### src/rtl/ps2_pkg.sv
`timescale 1ns/1ps
// Shared PS/2 definitions: FSM encodings, frame geometry, clock-derived timing defaults, parity helper.
// Latency: n/a (constants and pure functions only).
// Backpressure: n/a.
package ps2_pkg;

    localparam int CLK_FREQ_HZ_DEF    = 25_000_000;
    // 100 us request-to-send hold and 15 ms device-silence limit.
    localparam int INHIBIT_CYCLES_DEF = CLK_FREQ_HZ_DEF / 10_000;
    localparam int TIMEOUT_CYCLES_DEF = (CLK_FREQ_HZ_DEF / 1_000) * 15;

    localparam int FRAME_BITS = 10;
    // Index of the last host-driven bit (stop); its fall hands the line to the device for ACK.
    localparam int ACK_IDX    = FRAME_BITS - 1;

    localparam logic [2:0] ST_IDLE      = 3'd0;
    localparam logic [2:0] ST_INHIBIT   = 3'd1;
    localparam logic [2:0] ST_REQ       = 3'd2;
    localparam logic [2:0] ST_SEND      = 3'd3;
    localparam logic [2:0] ST_ACK       = 3'd4;
    localparam logic [2:0] ST_WAIT_IDLE = 3'd5;
    localparam logic [2:0] ST_ERR       = 3'd6;

    function automatic logic odd_parity(input logic [7:0] d);
        return ~^d;
    endfunction

    function automatic logic [FRAME_BITS-1:0] build_frame(input logic [7:0] d);
        return {1'b1, odd_parity(d), d};
    endfunction

endpackage

### src/rtl/ps2_line_sync.sv
`timescale 1ns/1ps
// PS/2 pin conditioning: 2-flop synchronisers, optional clock glitch filter (PS2_TX_GLITCH_FILTER_EN), fall strobe.
// Latency: fall strobe 3 clk after the pin edge, 11 clk when the glitch filter is built in.
// Backpressure: none; free-running, one single-cycle strobe per accepted falling edge.
module ps2_line_sync (
    input  logic clk,
    input  logic rst_n,
    input  logic ps2clk_in,
    input  logic ps2data_in,
    output logic sync_clk,
    output logic sync_data,
    output logic fall
);

    logic [1:0] clk_meta_q, clk_meta_d;
    logic [1:0] data_meta_q, data_meta_d;
    logic       clk_prev_q, clk_prev_d;
    logic       clk_lvl;

    always_comb begin
        clk_meta_d  = {clk_meta_q[0], ps2clk_in};
        data_meta_d = {data_meta_q[0], ps2data_in};
        clk_prev_d  = clk_lvl;
    end

    always_ff @(posedge clk or negedge rst_n) begin
        if (!rst_n) begin
            clk_meta_q  <= 2'b11;
            data_meta_q <= 2'b11;
            clk_prev_q  <= 1'b1;
        end else begin
            clk_meta_q  <= clk_meta_d;
            data_meta_q <= data_meta_d;
            clk_prev_q  <= clk_prev_d;
        end
    end

`ifdef PS2_TX_GLITCH_FILTER_EN
    logic       filt_q, filt_d;
    logic [2:0] filt_cnt_q, filt_cnt_d;

    // Level follows the pin only after 8 consecutive disagreeing samples; any agreeing sample restarts the count.
    always_comb begin
        filt_d     = filt_q;
        filt_cnt_d = 3'd0;
        if (clk_meta_q[1] != filt_q) begin
            if (filt_cnt_q == 3'd7) begin
                filt_d = clk_meta_q[1];
            end else begin
                filt_cnt_d = filt_cnt_q + 3'd1;
            end
        end
    end

    always_ff @(posedge clk or negedge rst_n) begin
        if (!rst_n) begin
            filt_q     <= 1'b1;
            filt_cnt_q <= 3'd0;
        end else begin
            filt_q     <= filt_d;
            filt_cnt_q <= filt_cnt_d;
        end
    end

    assign clk_lvl = filt_q;
`else
    assign clk_lvl = clk_meta_q[1];
`endif

    assign sync_clk  = clk_lvl;
    assign sync_data = data_meta_q[1];
    assign fall      = clk_prev_q & ~clk_lvl;

endmodule

### src/rtl/ps2_host_tx.sv
`timescale 1ns/1ps
// PS/2 host-to-device byte transmitter (inhibit, request-to-send, 10 bits on device falls, ACK check); PS2_TX_GLITCH_FILTER_EN filters ps2clk.
// Latency: INHIBIT_CYCLES + 1 clk before the device clocks, then one bit per device fall; done/err pulse at frame end.
// Backpressure: tx_ready high only when idle; tx_valid while busy is dropped, nothing is queued.
module ps2_host_tx
    import ps2_pkg::*;
#(
    parameter int CLK_FREQ_HZ    = CLK_FREQ_HZ_DEF,
    parameter int INHIBIT_CYCLES = CLK_FREQ_HZ / 10_000,
    parameter int TIMEOUT_CYCLES = (CLK_FREQ_HZ / 1_000) * 15,
    parameter int CNT_W          = 19
) (
    input  logic       clk,
    input  logic       reset,
    input  logic       tx_valid,
    input  logic [7:0] tx_data,
    output logic       tx_ready,
    output logic       tx_done,
    output logic       tx_err,
    output logic       busy,
    input  logic       ps2clk_in,
    input  logic       ps2data_in,
    output logic       ps2clk_oe,
    output logic       ps2data_oe
);

    localparam logic [CNT_W-1:0] INH_LAST = CNT_W'(INHIBIT_CYCLES - 1);
    localparam logic [CNT_W-1:0] TO_LAST  = CNT_W'(TIMEOUT_CYCLES - 1);
    localparam logic [CNT_W-1:0] CNT_MAX  = {CNT_W{1'b1}};
    localparam logic [3:0]       LAST_BIT = 4'(ACK_IDX);

    logic                  sync_clk, sync_data, fall;

    logic [2:0]            state_q, state_d;
    logic [CNT_W-1:0]      cnt_q, cnt_d;
    logic [CNT_W-1:0]      cnt_inc;
    logic [3:0]            bit_idx_q, bit_idx_d;
    logic [FRAME_BITS-1:0] frame_q, frame_d;
    logic                  data_oe_q, data_oe_d;
    logic                  done_q, done_d;
    logic                  timed_out;

    ps2_line_sync u_line_sync (
        .clk        (clk),
        .rst_n      (reset),
        .ps2clk_in  (ps2clk_in),
        .ps2data_in (ps2data_in),
        .sync_clk   (sync_clk),
        .sync_data  (sync_data),
        .fall       (fall)
    );

    // Saturating so a stuck counter can never wrap around and look like fresh activity.
    assign cnt_inc   = (cnt_q == CNT_MAX) ? cnt_q : cnt_q + CNT_W'(1);
    assign timed_out = (cnt_q == TO_LAST);

    always_comb begin
        state_d   = state_q;
        cnt_d     = cnt_q;
        bit_idx_d = bit_idx_q;
        frame_d   = frame_q;
        data_oe_d = data_oe_q;
        done_d    = 1'b0;

        case (state_q)
            ST_IDLE: begin
                if (tx_valid) begin
                    frame_d   = build_frame(tx_data);
                    cnt_d     = '0;
                    data_oe_d = 1'b0;
                    state_d   = ST_INHIBIT;
                end
            end
            ST_INHIBIT: begin
                if (cnt_q == INH_LAST) begin
                    cnt_d   = '0;
                    state_d = ST_REQ;
                end else begin
                    cnt_d = cnt_inc;
                end
            end
            ST_REQ: begin
                bit_idx_d = 4'd0;
                cnt_d     = '0;
                data_oe_d = 1'b1;
                state_d   = ST_SEND;
            end
            ST_SEND: begin
                // A fall on the timeout cycle still counts as a valid edge.
                if (fall) begin
                    data_oe_d = ~frame_q[bit_idx_q];
                    bit_idx_d = bit_idx_q + 4'd1;
                    cnt_d     = '0;
                    if (bit_idx_q == LAST_BIT) begin
                        state_d = ST_ACK;
                    end
                end else if (timed_out) begin
                    state_d = ST_ERR;
                end else begin
                    cnt_d = cnt_inc;
                end
            end
            ST_ACK: begin
                if (fall) begin
                    cnt_d   = '0;
                    state_d = sync_data ? ST_ERR : ST_WAIT_IDLE;
                end else if (timed_out) begin
                    state_d = ST_ERR;
                end else begin
                    cnt_d = cnt_inc;
                end
            end
            ST_WAIT_IDLE: begin
                if (sync_clk && sync_data) begin
                    done_d  = 1'b1;
                    state_d = ST_IDLE;
                end else if (fall) begin
                    cnt_d = '0;
                end else if (timed_out) begin
                    state_d = ST_ERR;
                end else begin
                    cnt_d = cnt_inc;
                end
            end
            ST_ERR: begin
                state_d = ST_IDLE;
            end
            default: begin
                state_d = ST_IDLE;
            end
        endcase
    end

    always_ff @(posedge clk or negedge reset) begin
        if (!reset) begin
            state_q   <= ST_IDLE;
            cnt_q     <= '0;
            bit_idx_q <= 4'd0;
            frame_q   <= '0;
            data_oe_q <= 1'b0;
            done_q    <= 1'b0;
        end else begin
            state_q   <= state_d;
            cnt_q     <= cnt_d;
            bit_idx_q <= bit_idx_d;
            frame_q   <= frame_d;
            data_oe_q <= data_oe_d;
            done_q    <= done_d;
        end
    end

    // Line enables decode straight from state so an asynchronous reset releases the bus at once.
    assign tx_ready   = (state_q == ST_IDLE);
    assign busy       = (state_q != ST_IDLE);
    assign ps2clk_oe  = (state_q == ST_INHIBIT) || (state_q == ST_REQ);
    assign ps2data_oe = (state_q == ST_REQ) || ((state_q == ST_SEND) && data_oe_q);
    assign tx_done    = done_q;
    assign tx_err     = (state_q == ST_ERR);

endmodule

### config.mk
export PLATFORM = sky130hd
export DESIGN_NAME = ps2_host_tx
export DESIGN_NICKNAME = d
export VERILOG_FILES = /design/src/rtl/ps2_pkg.sv /design/src/rtl/ps2_line_sync.sv /design/src/rtl/ps2_host_tx.sv
export SDC_FILE = /design/constraint.sdc
export NUM_CORES = 1
export LEC_CHECK = 0
export ABC_AREA = 1
export BUFFER_PORTS_ARGS = -buffer_cell sky130_fd_sc_hd__buf_2
export CAP_MARGIN = 20
export CORE_MARGIN = 2
export CORE_UTILIZATION = 60
export DETAILED_ROUTE_END_ITERATION = 16
export GPL_TIMING_DRIVEN = 0
export HOLD_SLACK_MARGIN = 0.15
export PLACE_DENSITY = 0.9
export SYNTH_ARGS = -nofsm -noshare
export SYNTH_HDL_FRONTEND = slang
export SYNTH_SLANG_ARGS = --single-unit
### constraint.sdc
create_clock -name clk -period 2.2 [get_ports clk]
set_clock_uncertainty 0.2 [all_clocks]
set_input_delay 0.22 -clock clk [delete_from_list [all_inputs] [get_ports clk]]
set_output_delay 0.22 -clock clk [all_outputs]
set_load 0.02 [all_outputs]
==> results.md <==
* Outcome: finished clean
* Core box area at 0.004661 mm²
* Synth top area share at 33.41%
* CTS tree: done
* Sequential fraction of the synthesis area at 38.02%
* CTS sink cnt at 43
* Syn_nets at 438
* Worst slack, placed at 0.08240 ns
* Final Max Slew Viols at 0
* Cell Pwr Density at 926.2 mW/mm²
* Clock share of power at 20.7%
* Final setup viols at 0
* FFs w/ async S/R, synth at 100.0%
* Hold Crit Class: flop to flop
* CP startpoint kind: flop
* Max-Cap Viols at 0
* Count leader, synth: nand2_1
* Worst setup EP type: flop
* Die footprint at 0.005311 mm²
* Leak Pwr at 1.646 nW
* Clock Path Buffers at 2
* IO Count at 19
* Die H at 72.88 µm
* DRC at 0
* Largest cells by area after synthesis: dfrtp_1 (33%), nand2_1 (18%), nor2_1 (7.5%)
* Fin util at 70.01%
* Mapped Cells at 422
* Final hold vios at 0
* Syn. warnings at 0
* Syn Std Cell Area at 0.002846 mm²
* Min Tclk post-route at 1.990 ns
* Power share of the combinational group at 43.2%
* Period utilization at 90.44%
* HP Start: u_line_sync.clk_meta_q[0]
* Worst Max-Slew Pin Slew at 0.9391 ns
* H-tree depth at 2
* Avg Cell Area, Syn at 6.745 µm²
* Routed wire length at 7004 µm
* Die width at 72.88 µm
* RePlAce Congestion at 1.009
* Initial Util at 61.07%
* First-pass GRT wire length at 11620 µm
* Final Cell Area at 0.003263 mm²
* Vias at 2820
* Layout cells sized above 1 at 14.35%
* DRT iter0 DRCs at 288
* Remaining Overflow, GRT at 0
* TritonCTS buffer count at 5
* Antenna fix cells at 0
* Crit path DAT at 1.98 ns
* Cells on Worst Hold Path at 0
* Yosys reg bits at 43
* Largest net degree at the start of global routing at 44
* Reg2Reg Depth at 12
* Initial antenna violation count at 0
* Reg2reg setup slack at 0.21 ns
* WL/cell at 13.63 µm
* DRT Pass-1 Iters at 5
* Final nets at 476
* Reg clk slew, reported paths at 0.08 ns
* Total GRT Usage at 28.25%
* Layout area overhead at 14.64%
* Psw at 0.001278 W
* Total Power at 0.003022 W
* Post-DP HPWL at 4928 µm
* Fmax at 502.6 MHz
* Hold Path End: u_line_sync.clk_meta_q[1]
* Max_slew headroom at 37.40%
* Crit Path Max Fanout at 4
* Number of library cell types mapped by synthesis at 34
* Synth top cells by count: nand2_1 (140), nor2_1 (57), inv_1 (44)
* Final WS setup at 0.2104 ns
* Sequential Power Share at 36.2%
* Switch share at 42.30%
* P_int at 0.001744 W
* Post-synth EDFFs at 0
* Yosys top cell by area: dfrtp_1
* Layout fillers at 371
* WS Path Type: flop to flop
* Post-DR vias/cell at 5.486
* Worst path required time at 2.19 ns
* Via count of the first global-routing pass at 2541
* Final ANT Viol Nets at 0
* Rows at 25
* Port bufs at 18
* Reg-to-reg startpoint: cnt_q[0]
* Worst R2R End: cnt_q[10]
* Synth Flop Type: dfrtp_1
* TNS Setup at 0 ns
* Maximum vdd drop at 0.6931 mV
* Worst-Skew Late Latency at 0.30 ns
* Placed Area at 0.003004 mm²
* Root buffer cell: clkbuf_8
## power groups by stage
stage	combinational [W]	clock, W	sequential [W]
3_5_place_dp	0.00123	0	0.00111
4_1_cts	0.00125	0.000625	0.00109
6_report	0.00130	0.000624	0.00109
5_1_grt	0.00146	0.000655	0.00112
3_3_place_gp	0.00118	0	0.00110
2_1_floorplan	0.000921	0	0.00107
## cell type report
class | count | area [µm²] | area share [%]
tap | 54 | 67.56 | 2.071
timing repair buffer | 31 | 215.2 | 6.595
clock inverter | 2 | 37.54 | 1.150
inverter | 47 | 178.9 | 5.483
buffer | 9 | 62.56 | 1.917
sequential | 43 | 1084 | 33.21
multi-input combinational | 323 | 1549 | 47.47
clock buffer | 5 | 68.82 | 2.109
## timing repair
item | 4_1_cts | 5_1_grt
hold endpoints to repair | 48 | 0
setup buffers | 0 | 2
hold buffers | 11 | 0
resized for setup | 0 | 10
endpoints found under the setup margin | 0 | 21
## worst max-delay path, stage by stage (launching register included)
cell     delay [ns]
dfrtp_2        0.41
ha_2           0.20
nand2_1        0.08
inv_1          0.11
nand2_1        0.09
nor2_2         0.14
nand2_1        0.12
nor2_1         0.12
nand2_1        0.08
nor2_2         0.16
nand2_1        0.07
nand2_1        0.07
nor2_1         0.04
## logic make-up (layout without fill, tap and decap cells)
family	count (synthesis)	after routing	synth area share (%)
buffers and inverters	56	94	8.264
DFF	43	43	38.02
xor gates and xnor gates	10	10	3.077
AOI/OAI and AO/OA	43	43	8.264
muxes	4	4	1.582
and+or+nand+nor	263	263	39.47
adders and majority gates	3	3	1.319
## metrics by stage
stage	instances	hold slack (ns)
final	514	0.1584
after detailed placement	494	0.1266
after CTS	512	0.1588
after global placement	494	0.1244
after global routing	514	0.1677
after floorplan	422	-0.2756
## per-layer routing
| metal | up-vias | GRT usage (%) | wire, µm |
|---|---|---|---|
| li1 | 1409 | - | - |
| met1 | 1291 | 39.52 | 3175 |
| met2 | 109 | 44.95 | 3287 |
| met3 | 11 | 5.110 | 437 |
| met4 | 0 | 8.230 | 104 |
| met5 | - | 0 | 0 |
## worst max-delay path by stage
stage | depth (start not counted) | slack, ns | end | startpoint
3_3_place_gp | 12 | 0.09 | cnt_q[10] | cnt_q[0]
2_1_floorplan | 12 | 0.41 | cnt_q[3] | cnt_q[0]
6_report | 12 | 0.21 | cnt_q[10] | cnt_q[0]
3_5_place_dp | 12 | 0.08 | cnt_q[10] | cnt_q[0]
4_1_cts | 12 | 0.06 | cnt_q[10] | cnt_q[0]
5_1_grt | 10 | -0.008 | cnt_q[17] | cnt_q[5]
## state kept, by name, summed over array words and instances, names as in the netlist
register,count
bit_idx_q,4
cnt_q,19
data_oe_q,1
frame_q,10
state_q,3
tx_done,1
u_line_sync.clk_meta_q,2
u_line_sync.clk_prev_q,1
u_line_sync.data_meta_q,2
## layout by cell type (no fill, tap or decap), types with 2 or more instances in the layout
cell type      count
nor3_1             6
nor2_1            55
nand2_1          139
nand4_1            4
buf_4              3
a21oi_1           17
mux2_2             4
clkbuf_8           5
xor2_1             4
ha_1               2
inv_1             44
dfstp_2            5
buf_2             20
nand2_2            4
dlygate4sd3_1     11
o211ai_1           2
nor2_4             2
nand2_4            2
xnor2_1            6
buf_6              3
nand3_1           40
o21ai_0           18
clkbuf_1           3
nand3_2            5
dfrtp_1           37
inv_2              2
nor2_2             4
No activity file was read; power rests on OpenSTA's default activity.
